<file path="config.mk">
export PLATFORM = sky130hd
export DESIGN_NAME = dmem_arbiter
export DESIGN_NICKNAME = d
export VERILOG_FILES = /design/src/rtl/dmem_arbiter.sv
export SDC_FILE = /design/constraint.sdc
export NUM_CORES = 1
export LEC_CHECK = 0
export ABC_CLOCK_PERIOD_IN_PS = 5750
export CORE_AREA = 2 2 116 118
export DETAILED_ROUTE_END_ITERATION = 6
export DIE_AREA = 0 0 118 120
export PLACE_DENSITY = 0.77
export SLEW_MARGIN = 25
export SYNTH_ARGS = -nofsm -noshare
export SYNTH_HDL_FRONTEND = slang
export SYNTH_SLANG_ARGS = --single-unit
</file>
<file path="constraint.sdc">
create_clock -name clk -period 5.75 [get_ports clk]
set_input_delay 1.725 -clock clk [delete_from_list [all_inputs] [get_ports clk]]
set_output_delay 1.725 -clock clk [all_outputs]
set_load 0.01 [all_outputs]
</file>
<file path="src/rtl/dmem_arbiter.sv">
// dmem_arbiter: shares the single-port data memory between the MEM stage (A) and a secondary master (B).
// Latency: grant and memory drive are combinational; read data and rvalid return one cycle after the grant.
// Backpressure: a losing master holds its request until it sees gnt; no wait states once granted.
// Build option: define DMEM_ARB_RR_EN for round-robin contention; otherwise fixed A priority with B starvation override.
module dmem_arbiter #(
  parameter int DATA_W     = 32,
  parameter int STARVE_MAX = 4
) (
  input  logic              clk,
  input  logic              rst,
  input  logic              a_req,
  input  logic              a_we,
  input  logic [DATA_W-1:0] a_addr,
  input  logic [DATA_W-1:0] a_wdata,
  output logic              a_gnt,
  output logic              a_rvalid,
  output logic [DATA_W-1:0] a_rdata,
  input  logic              b_req,
  input  logic              b_we,
  input  logic              b_lock,
  input  logic [DATA_W-1:0] b_addr,
  input  logic [DATA_W-1:0] b_wdata,
  output logic              b_gnt,
  output logic              b_rvalid,
  output logic [DATA_W-1:0] b_rdata,
  output logic              mem_ce,
  output logic              mem_we,
  output logic [DATA_W-1:0] mem_addr,
  output logic [DATA_W-1:0] mem_wdata,
  input  logic [DATA_W-1:0] mem_rdata
);

  // B keeps the port while lock_q is set and it is still requesting.
  logic lock_q;
  // Which master takes the port when both request and no lock is active.
  logic b_wins;

`ifdef DMEM_ARB_RR_EN
  logic last_b;

  assign b_wins = !last_b;

  // Remember who won the most recent grant; reset prefers A first.
  always_ff @(posedge clk or posedge rst) begin
    if (rst) begin
      last_b <= 1'b1;
    end else if (a_gnt || b_gnt) begin
      last_b <= b_gnt;
    end
  end
`else
  localparam logic [3:0] STARVE_LIM = 4'(STARVE_MAX);

  logic [3:0] starve_cnt;

  assign b_wins = (starve_cnt >= STARVE_LIM);

  // Count consecutive cycles B waits; saturates so the override stays armed until B wins.
  always_ff @(posedge clk or posedge rst) begin
    if (rst) begin
      starve_cnt <= 4'd0;
    end else if (b_req && !b_gnt) begin
      if (starve_cnt < STARVE_LIM) begin
        starve_cnt <= starve_cnt + 4'd1;
      end
    end else begin
      starve_cnt <= 4'd0;
    end
  end
`endif

  // Grant decision: held lock first, then sole requester, then contention policy.
  always_comb begin
    a_gnt = 1'b0;
    b_gnt = 1'b0;
    if (!rst) begin
      if (lock_q && b_req) begin
        b_gnt = 1'b1;
      end else if (a_req && b_req) begin
        b_gnt = b_wins;
        a_gnt = !b_wins;
      end else begin
        a_gnt = a_req;
        b_gnt = b_req;
      end
    end
  end

  // Steer the winner onto the memory port; an idle port is driven to all zeros.
  always_comb begin
    mem_ce    = a_gnt | b_gnt;
    mem_we    = 1'b0;
    mem_addr  = '0;
    mem_wdata = '0;
    if (a_gnt) begin
      mem_we    = a_we;
      mem_addr  = a_addr;
      mem_wdata = a_wdata;
    end else if (b_gnt) begin
      mem_we    = b_we;
      mem_addr  = b_addr;
      mem_wdata = b_wdata;
    end
  end

  // Lock tracks b_lock on each B grant and drops as soon as B stops requesting.
  always_ff @(posedge clk or posedge rst) begin
    if (rst) begin
      lock_q <= 1'b0;
    end else if (!b_req) begin
      lock_q <= 1'b0;
    end else if (b_gnt) begin
      lock_q <= b_lock;
    end
  end

  // Capture read data for A on a granted read; rdata holds otherwise.
  always_ff @(posedge clk or posedge rst) begin
    if (rst) begin
      a_rvalid <= 1'b0;
      a_rdata  <= '0;
    end else begin
      a_rvalid <= a_gnt && !a_we;
      if (a_gnt && !a_we) begin
        a_rdata <= mem_rdata;
      end
    end
  end

  // Capture read data for B on a granted read; rdata holds otherwise.
  always_ff @(posedge clk or posedge rst) begin
    if (rst) begin
      b_rvalid <= 1'b0;
      b_rdata  <= '0;
    end else begin
      b_rvalid <= b_gnt && !b_we;
      if (b_gnt && !b_we) begin
        b_rdata <= mem_rdata;
      end
    end
  end

endmodule
</file>
==> results of run 1 <==
-- metrics by stage --
step | setup slack [ns] | util | hold WS, ns | total power [uW] | std cells
after detailed placement | 0.0806 | 0.510 | 0.487 | 1370 | 706
after CTS | 0.0750 | 0.535 | 0.500 | 1990 | 722
after global placement | 0.113 | 0.510 | 0.475 | 1360 | 706
after global routing | 0.00591 | 0.535 | 0.523 | 2050 | 722
final | 0.0764 | 0.535 | 0.498 | 1960 | 722
after floorplan | 0.388 | - | 0.529 | 919 | 243
-- cell type report --
class / instances / area (um2) / area share
clock buffer: 11 / 243 / 0.0349
multi-input combinational: 149 / 1520 / 0.218
clock inverter: 5 / 81.3 / 0.0117
inverter: 3 / 17.5 / 0.00252
timing repair buffer: 307 / 3090 / 0.445
sequential: 71 / 1780 / 0.256
tap: 176 / 220 / 0.0317
-- cell usage after synthesis --
master / count
and3_4: 1
buf_6: 9
mux2_1: 2
o221a_2: 1
nor2_1: 2
clkbuf_1: 3
nor3_2: 1
inv_4: 1
a21oi_1: 2
nor3b_1: 1
nand2_4: 1
inv_1: 2
nand2b_1: 1
or2_1: 1
or4b_4: 1
ha_1: 1
mux2_2: 53
o31a_1: 1
xnor2_1: 1
a22o_1: 65
dfrtp_1: 71
mux2_4: 9
mux2i_1: 1
and3_1: 1
buf_2: 7
buf_4: 1
nor3b_2: 3
-- flip-flops by register name, indices dropped and copies added, names as in the netlist --
signal      count
b_rdata        32
b_rvalid        1
lock_q          1
starve_cnt      4
a_rvalid        1
a_rdata        32
-- logic make-up (layout without fill, tap and decap cells) --
logic type / count (synthesis) / count (layout) / share of synthesized area
XOR/XNOR: 1 / 1 / 0.00254
adder cells (fa/ha/maj): 1 / 1 / 0.00363
buffers and inverters: 23 / 326 / 0.0490
AO/OA/AOI/OAI: 69 / 69 / 0.174
flip-flops: 71 / 71 / 0.515
multiplexers: 65 / 65 / 0.222
AND/OR/NAND/NOR: 13 / 13 / 0.0341
-- worst min path at each step --
stage	from	to	slack, ns	depth (start not counted)
6_report	a_rdata[28]$_DFFE_PP0P_	a_rdata[28]$_DFFE_PP0P_	0.50	1
5_1_grt	a_rdata[8]$_DFFE_PP0P_	a_rdata[8]$_DFFE_PP0P_	0.52	1
4_1_cts	a_rdata[28]$_DFFE_PP0P_	a_rdata[28]$_DFFE_PP0P_	0.50	1
3_5_place_dp	a_rdata[28]$_DFFE_PP0P_	a_rdata[28]$_DFFE_PP0P_	0.49	1
3_3_place_gp	a_rdata[24]$_DFFE_PP0P_	a_rdata[24]$_DFFE_PP0P_	0.48	1
2_1_floorplan	a_rdata[24]$_DFFE_PP0P_	a_rdata[24]$_DFFE_PP0P_	0.53	1
-- worst max-delay path, delay by kind of cell --
kind,cells,cell delay (ns)
buf+inv,3,1.19
compound gates,1,0.20
simple gates,2,0.82
-- report_power, final --
group | total (uW) | internal, uW | switching, uW
Clock | 603 | 392 | 211
Sequential | 667 | 609 | 58.1
Combinational | 695 | 454 | 242
-- metal layers --
layer,up-vias,part of all wire,global-route usage,routed length (um)
met5,-,0,0,0
met4,0,0.046,0.117,672
met3,36,0.11,0.0813,1550
met2,205,0.48,0.330,6990
met1,1635,0.37,0.220,5380
li1,1529,-,-,-
==> results.sh, run 1 <==
export IMPL_synth_top_area_cell="dfrtp_1"
export IMPL_finalHoldViolCount=0
export IMPL_final_antenna_net_count=0
export IMPL_area_growth_pct=101
export IMPL_clockBufferDepth=2
export IMPL_die_w_um=118
export IMPL_dieHeight_um=120
export IMPL_final_cell_area_mm2=0.00695
export IMPL_maxCapViolations=0
export IMPL_setup_viol=0
export IMPL_hp_class="reg2reg"
export IMPL_cts_resized=0
export IMPL_timing_rr_end="a_rdata[26]$_DFFE_PP0P_"
export IMPL_fin_crit_sh=0.987
export IMPL_slowest_stage="clkdlybuf4s50_1"
export IMPL_cts_setup_buffers=0
export IMPL_synth_area_mm2=0.00345
export IMPL_cts_sinks=71
export IMPL_num_fill_cells=1161
export IMPL_fin_crit_ns=5.67
export IMPL_htree_levels=3
export IMPL_core_mm2=0.0130
export IMPL_final_cell_mix="clkdlybuf4s50_1 (300), dfrtp_1 (71), a22o_1 (65)"
export IMPL_grt_usage=0.201
export IMPL_startpoint_type="input pin"
export IMPL_drt_initial_drc_count=182
export IMPL_crit_type="in2out"
export IMPL_p_leak_uw=0.00280
export IMPL_finClkSkew_ns=0.00453
export IMPL_viasPerCell=4.72
export IMPL_dp_final_hpwl_um=11400
export IMPL_power_per_cell_area_mw_per_mm2=283
export IMPL_finalNetCount=709
export IMPL_slew_viol_final=0
export IMPL_cts_buffers=9
export IMPL_gp_congestion=0.903
export IMPL_io_pins=301
export IMPL_vias=3405
export IMPL_ys_ff_latch=71
export IMPL_design_die_area_mm2=0.0142
export IMPL_final_setup_tns_ns=0
export IMPL_status="completed"
export IMPL_fmax_mhz=176
export IMPL_clk_pin_slew_ns=0.06
export IMPL_grt_pass1_wl_um=21500
export IMPL_syn_num_nets=411
export IMPL_overflow=0
export IMPL_final_layout_size_suffix_gt1_frac=0.174
export IMPL_slew_headroom=0.405
export IMPL_cpMostUsedCell="clkdlybuf4s50_1"
export IMPL_cp_endpoint="mem_wdata[21]"
export IMPL_required_ns=4.03
export IMPL_vdd_ir_drop_max_mv=0.224
export IMPL_routed_wl_um=14600
export IMPL_cpPeakStageDelay_ns=0.51
export IMPL_synth_seq_area_share=0.515
export IMPL_drc_errors=0
export IMPL_yosysWarnings=0
export IMPL_synth_cell_type_count=27
export IMPL_antenna_cells=0
export IMPL_dr_pass1_iters=4
export IMPL_rr_startpoint="starve_cnt[2]$_DFFE_PP0P_"
export IMPL_rsz0062_at_grt="false"
export IMPL_antenna_found_initial=0
export IMPL_cts_tree="done"
export IMPL_r2r_cells=4
export IMPL_drt_wirelength_per_cell_um=20.2
export IMPL_crit_path_max_fanout=30
export IMPL_grt_pass1_vias=3614
export IMPL_synthTopCellsByArea="dfrtp_1 (52%), mux2_2 (17%), a22o_1 (17%)"
export IMPL_r2r_slack_ns=3.82
export IMPL_end_kind="output pin"
export IMPL_critPathLaunch="a_req"
export IMPL_row_count=42
export IMPL_max_slew_worst_pin_slew_ns=0.892
export IMPL_io_buffers=300
export IMPL_grt_max_degree=72
export IMPL_insertion_delay_ns=0.33
export IMPL_dpl_cell_area_mm2=0.00662
export IMPL_avgSynthCellArea_um2=14.2
export IMPL_layout_commonest_cell="clkdlybuf4s50_1"
export IMPL_start_util=0.266
export IMPL_synthCells=243
export IMPL_synth_top_cell_area_share=0.515
export IMPL_critPathArrivalTime_ns=3.95
export IMPL_path_cells="clkdlybuf4s50_1, or4b_4, and3_4, buf_12, a22o_1, clkdlybuf4s50_1"
export IMPL_hold_buffers=0
export IMPL_cts_root_buffer="clkbuf_16"
Power figures use the tool's default switching activity.
==> inputs of run 2 (changes only) <==
- CORE_AREA: 2 2 116 118 -> 2 2 118 120
- DIE_AREA: 0 0 118 120 -> 0 0 120 122
- DONT_BUFFER_PORTS: not set -> 1
- PLACE_DENSITY: 0.77 -> 0.44
==> results.sh, run 2 (same netlist as run 1, synthesis figures left out) <==
export IMPL_status="completed"
export IMPL_num_fill_cells=1382
export IMPL_dpl_cell_count=406
export IMPL_slew_headroom=0.504
export IMPL_hold_depth=1
export IMPL_slew_viol_final=0
export IMPL_layout_commonest_cell="dfrtp_1"
export IMPL_clockBufferDepth=2
export IMPL_p_leak_uw=0.00161
export IMPL_required_ns=4.03
export IMPL_start_util=0.255
export IMPL_io_pins=301
export IMPL_multiInputGateArea_mm2=0.00152
export IMPL_startpoint_type="input pin"
export IMPL_die_w_um=120
export IMPL_area_growth_pct=12.0
export IMPL_r2r_cells=4
export IMPL_finClkSkew_ns=0.00413
export IMPL_fin_crit_sh=0.822
export IMPL_viasPerCell=5.33
export IMPL_fmax_mhz=211
export IMPL_insertion_delay_ns=0.34
export IMPL_vias=2259
export IMPL_finalHoldViolCount=0
export IMPL_max_slew_worst_pin_slew_ns=0.744
export IMPL_grt_max_degree=72
export IMPL_seqCellArea_mm2=0.00178
export IMPL_setup_viol=0
export IMPL_clk_pin_slew_ns=0.06
export IMPL_cts_root_buffer="clkbuf_16"
export IMPL_row_count=43
export IMPL_power_per_cell_area_mw_per_mm2=384
export IMPL_design_die_area_mm2=0.0146
export IMPL_io_buffers=0
export IMPL_rsz0062_at_grt="false"
export IMPL_final_setup_tns_ns=0
export IMPL_overflow=0
export IMPL_cts_buffers=9
export IMPL_grt_pass1_vias=2208
export IMPL_dr_pass1_iters=4
export IMPL_cts_resized=0
export IMPL_crit_type="in2out"
export IMPL_drt_initial_drc_count=75
export IMPL_cts_setup_buffers=0
export IMPL_top_regs="a_rdata: 32 flops, b_rdata: 32 flops, starve_cnt: 4 flops"
export IMPL_vdd_ir_drop_max_mv=0.174
export IMPL_drt_wirelength_per_cell_um=28.2
export IMPL_crit_path_max_fanout=70
export IMPL_antenna_found_initial=3
export IMPL_core_mm2=0.0135
export IMPL_routed_wl_um=12000
export IMPL_drc_errors=0
export IMPL_grt_pass1_wl_um=15500
export IMPL_finalPower_uw=1480
export IMPL_cts_sinks=71
export IMPL_layout_cells_non_filler=424
export IMPL_grt_usage=0.153
export IMPL_final_layout_size_suffix_gt1_frac=0.380
export IMPL_final_antenna_net_count=0
export IMPL_end_kind="output pin"
export IMPL_maxCapViolations=0
export IMPL_final_cell_mix="dfrtp_1 (71), a22o_1 (65), mux2_2 (53)"
export IMPL_dp_final_hpwl_um=9330
export IMPL_dieHeight_um=122
export IMPL_finalNetCount=406
export IMPL_cts_tree="done"
export IMPL_htree_levels=3
export IMPL_fin_crit_ns=4.73
export IMPL_gp_congestion=0.731
export IMPL_hold_buffers=0
export IMPL_critPathArrivalTime_ns=3.00
export IMPL_hp_class="reg2reg"
-- run 2: cell types whose count changed in the layout (fill, tap and decap cells not counted), sizes merged --
| cell | previous run | this run |
|---|---|---|
| clkdlybuf4s50 | 300 | 0 |
| bufinv | 2 | 0 |
| inv | 2 | 3 |
| buf | 7 | 4 |
| clkbuf | 11 | 10 |
| diode | 0 | 2 |
| clkinvlp | 2 | 3 |
-- run 2: cell type report --
| type | count | area share |
|---|---|---|
| clock inverter | 5 | 0.00874 |
| multi-input combinational | 149 | 0.392 |
| sequential | 71 | 0.460 |
| tap | 180 | 0.0583 |
| inverter | 3 | 0.00453 |
| antenna | 2 | 0.00130 |
| timing repair buffer | 4 | 0.0130 |
| clock buffer | 10 | 0.0619 |
-- run 2: layer usage --
layer	global-route usage	up-vias	routed length [um]
met3	0.0815	19	1400
met2	0.240	161	5820
met4	0.0721	2	325
li1	-	924	-
met5	0	-	13
met1	0.170	1153	4420
-- run 2: power by group --
group          internal [uW]  total [uW]  switching, uW
Clock                    301         514            213
Sequential               609         743            134
Combinational            123         225            102
-- run 2: worst max-delay path, cell delays in order --
cell and delay, ns:
or4b_4 0.20, and3_4 0.68, a22o_1 0.38
-- run 2: worst paths after layout --
path	from	endpoint	slack, ns
min in group asynchronous	rst	starve_cnt[1]$_DFFE_PP0P_	1.37
worst max-delay path	a_req	mem_addr[29]	1.02
max in group asynchronous	rst	a_rdata[17]$_DFFE_PP0P_	3.82
worst min-delay path	a_rdata[28]$_DFFE_PP0P_	a_rdata[28]$_DFFE_PP0P_	0.57
worst min register to register	a_rdata[28]$_DFFE_PP0P_	a_rdata[28]$_DFFE_PP0P_	0.57
worst max register to register	starve_cnt[2]$_DFFE_PP0P_	a_rdata[21]$_DFFE_PP0P_	3.84
-- run 2: per-stage QoR --
stage | utilization | area, um2 | hold slack, ns | setup WS, ns
global placement | 0.264 | 3560 | 0.551 | 1.06
CTS | 0.284 | 3830 | 0.569 | 1.02
detailed placement | 0.264 | 3560 | 0.556 | 1.02
finish | 0.286 | 3860 | 0.568 | 1.02
floorplan | - | 3450 | 0.529 | 0.388
global route | 0.286 | 3860 | 0.593 | 0.956
==> variant 1 (config.mk and constraints of run 2) <==
Add a define of `DMEM_ARB_RR_EN`.
--- a/src/rtl/dmem_arbiter.sv
+++ b/src/rtl/dmem_arbiter.sv
@@ -2,6 +2,8 @@
 // Latency: grant and memory drive are combinational; read data and rvalid return one cycle after the grant.
 // Backpressure: a losing master holds its request until it sees gnt; no wait states once granted.
 // Build option: define DMEM_ARB_RR_EN for round-robin contention; otherwise fixed A priority with B starvation override.
+`define DMEM_ARB_RR_EN
+
 module dmem_arbiter #(
   parameter int DATA_W     = 32,
   parameter int STARVE_MAX = 4
Function: changed (a bounded check fails within 4 cycles, from zero or initial values and one cycle with rst high).
==> variant 1 against run 2 <==
Maximum frequency fell by 0.57%. Sequential cell count shrank 3. Critical path depth up 1. Die area is the same. Routed wire length grew 5.6%. Power up 5.8%. Worst setup slack got worse by 27 ps. Design area shrank 3.8%. Register-to-register slack lost 90 ps. Synthesized area down 6.1%. Critical path type unchanged.
==> variant 1: results (changes against run 2) <==
Outcome
  – Status: finished clean

Layout
  – Count of multi-input combinational gates: 145 (-2.7%)
  – Largest regs: a_rdata x32, b_rdata x32
  – Final core area utilization: 27.53% (-1.1 points)
  – Proportion of layout cells with a drive suffix above 1: 21.61% (-16 points)
  – Antenna fix cells: 1 (-1)
  – Area of all sequential standard cells: 1703 um2 (-4.2%)
  – Final #Nets: 398 (-2.0%)
  – Number of clock buffers in the layout: 11 (+1)
  – Number of sequential cells in the layout: 68 (-4.2%)
  – Final cell count without fillers: 417 (-1.7%)
  – Fillers: 1,388 (+0.43%)
  – Clock distribution area overhead in the final layout: 8.785% (+1.7 points)
  – Area of the multi-input gates: 1414 um2 (-6.8%)

Detailed routing
  – Routed wire length on met2: 6.021 mm (+3.5%)
  – DR iter-0 viols: 122 (+63%)
  – Detail Route met3 WL: 2.019 mm (+45%)
  – Average vias per placed instance: 5.405 (+1.5%)
  – Met1 routed wirelength after detailed routing: 4.229 mm (-4.2%)
  – Total Wirelength: 12.64 mm (+5.6%)

Synth
  – Post-synthesis compound-gate area fraction: 18.66% (+1.3 points)
  – Synth unique cells: 23 (-15%)
  – Cells after synthesis: 236 (-2.9%)
  – Commonest cells in the synthesized netlist: dfrtp_1 (67), a22o_1 (64), mux2_1 (38)
  – Register area share after synthesis: 52.57% (+1.0 points)
  – Synthesized-area fraction occupied by adder cells: 0% (-0.36 points)
  – Mux cell area share after synthesis: 22.25% (+0.078 points)
  – Share of the synthesized netlist area taken by xor and xnor gates: 0% (-0.25 points)

Worst hold path
  – Worst hold path cell count: 2 (+1)
  – Endpoint of the worst hold path: last_b
  – Startpoint of the tightest hold check path: last_b

Global route
  – Overall Global Routing Usage: 16.11% (+0.84 points)
  – Wire length of the first global-routing pass: 16.23 mm (+4.9%)
  – Vias in the first global route: 2,266 (+2.6%)
  – Antenna violations before repair: 8 (+5)
  – Maximum number of pins on one net before global-route repair: 67 (-6.9%)

Placed design
  – Area after detailed placement: 3388 um2 (-4.8%)
  – Detailed-placement wirelength estimate: 10.16 mm (+8.9%)
  – Placer congestion estimate: 0.8611 (+18%)

Timing
  – Rel. slew slack: 54.83% (+4.4 points)
  – Setup Skew: 8.846 ps (+4.720 ps)

Worst setup path
  – Reg-to-reg setup timing slack: 3750 ps (-90 ps)
  – Timing startpoint of the critical path: rst
  – Maximum net fanout on the critical path: 65 (-7.1%)
  – R2R Path Start: last_b
  – Crit-path max cell delay: 530 ps (-150 ps)
  – CP Capture Point: mem_addr[15]
  – Capture instance of the worst register-to-register path: b_rdata[25]
  – Cell with the largest stage delay on the worst path: buf_4

Power and ir drop
  – Power density over the cells: 421.8 nW/um2 (+10%)
  – Maximum resistive drop on vdd: 218.6 uV (+26%)
  – Switching power total: 0.4664 mW (+3.9%)
  – Part of the power in combinational logic: 14.3% (-0.9 points)
  – Leakage power: 1.545 nW (-4.1%)
variant 1: cell count changes in the layout (fill, tap and decap cells not counted), sizes merged, moves of 2 or more:
cell,run 2,this run
bufinv,0,2
clkinv,2,0
a21o,0,2
dfrtp,71,67
nor3b,4,0
nand2b,1,3
variant 1: routing by layer:
layer,vias up,track usage [%]
met1,1138,18.19
met3,29,10.16
met2,187,24.68
met5,-,0
li1,886,-
met4,14,5.882
variant 1: metrics by stage:
| stage | setup slack, ps | hold slack, ps |
|---|---|---|
| final | 994.6 | 484.4 |
| after CTS | 971.7 | 481.0 |
| after global routing | 897.8 | 538.1 |
| after global placement | 995.2 | 469.2 |
| after floorplan | 1281 | 449.7 |
| after detailed placement | 973.9 | 470.6 |
variant 1: worst max-delay path, delay by kind of cell:
family / cells / cell delay [ps]
AOI/OAI and AO/OA: 2 / 540
and+or+nand+nor: 1 / 200
buffers and inverters: 1 / 530
==> variant 2 (settings of run 2) <==
Without the edit above. `DATA_W`: 32 -> 16.
--- a/src/rtl/dmem_arbiter.sv
+++ b/src/rtl/dmem_arbiter.sv
@@ -3,7 +3,7 @@
 // Backpressure: a losing master holds its request until it sees gnt; no wait states once granted.
 // Build option: define DMEM_ARB_RR_EN for round-robin contention; otherwise fixed A priority with B starvation override.
 module dmem_arbiter #(
-  parameter int DATA_W     = 32,
+  parameter int DATA_W     = 16,
   parameter int STARVE_MAX = 4
 ) (
   input  logic              clk,
Interface: changed (9 resized); port bits go from 301 to 157. No check against the original RTL was run, so the function may have changed too.
==> variant 2 against run 2 <==
Power fell by 47%. Routed wire length fell by 52%. Synthesized area fell by 46%. Sequential cell count fell by 32. Clock skew barely moved. Register-to-register slack barely moved. First-iteration DRC count fell by 51%. Sequential power fell by 47%. Global-route usage fell by 7.7 points. Worst setup slack improved by 110 ps. Critical path depth did not move. Largest cell class unchanged. Design area fell by 43%.
==> variant 2: results (changes against run 2) <==
Timing
  – Setup Skew: 4.516 ps (+0.3897 ps)
  – Worst-margin pin slew: 521.0 ps (-222.9 ps)

Power and ir drop
  – Overall power: 0.7807 mW (-47%)
  – Sequential power: 0.393 mW (-47%)
  – Maximum resistive drop on vdd: 107.0 uV (-38%)
  – Leakage power: 0.8908 nW (-45%)

Synth
  – Synth unique cells: 25 (-7.4%)
  – Commonest cells in the synthesized netlist: dfrtp_1 (39), a22o_1 (33), mux2_2 (31)
  – Cells after synthesis: 136 (-44%)
  – Register area share after synthesis: 52.53% (+1.0 points)
  – Syn nets: 224 (-45%)

Layout
  – Fillers: 1,497 (+8.3%)
  – Sequential share of cell area: 44.37% (-1.6 points)
  – Antenna fix cells: 0 (-2)
  – Area of the multi-input gates: 808.3 um2 (-47%)
  – Clock distribution area overhead in the final layout: 6.769% (-0.29 points)
  – Final #Nets: 225 (-45%)
  – Count of plain and timing-repair buffers: 3 (-1)

Detailed routing
  – Detail Route met3 WL: 748 um (-46%)
  – Total Wirelength: 5.797 mm (-52%)
  – Average vias per placed instance: 3.890 (-27%)
  – Met1 routed wirelength after detailed routing: 1.879 mm (-57%)
  – Max layer used: met4

Global route
  – Met2 Resource Use GR: 14.42% (-9.6 points)
  – Overall Global Routing Usage: 7.530% (-7.7 points)
  – Met3 layer usage reported by global route: 3.745% (-4.4 points)
  – Antenna violations before repair: 0 (-3)
  – Vias in the first global route: 1,329 (-40%)
  – Maximum number of pins on one net before global-route repair: 40 (-44%)
  – Global routing met1 resource utilization: 6.897% (-10 points)

Placed design
  – Area after detailed placement: 2036 um2 (-43%)
  – Detailed-placement wirelength estimate: 4.582 mm (-51%)
  – Placer congestion estimate: 0.6235 (-15%)

Outcome
  – Status: finished clean

Clock tree
  – H-tree depth: 2 (-1)
  – Clock latency on the worst-skew pair: 280 ps (-60 ps)
[variant 2: cell types whose count changed after synthesis, moves of 2 or more]
cell,change
dfrtp_1,-32
nor3b_2,-3
buf_2,-3
mux2_2,-22
a22o_1,-32
mux2_4,-9
buf_6,-6
nor3b_1,+3
clkbuf_1,-2
[variant 2: logic make-up after synthesis]
family                   synth area share, %
AO/OA/AOI/OAI                          16.70
AND/OR/NAND/NOR                        5.590
flip-flops                             52.53
XOR/XNOR                              0.4715
adder cells (fa/ha/maj)               0.6733
multiplexers                           19.93
buffers and inverters                  4.108
[variant 2: path summary, 6_finish.rpt]
path	from	to	slack (ps)	cells past startpoint
max	a_req	mem_ce	1130	3
min	starve_cnt[0]	starve_cnt[0]	570	2
max reg2reg	lock_q	b_rdata[10]	3830	4
min reg2reg	starve_cnt[0]	starve_cnt[0]	570	2
max in group asynchronous	rst	b_rdata[8]	3920	2
min in group asynchronous	rst	starve_cnt[2]	1460	2
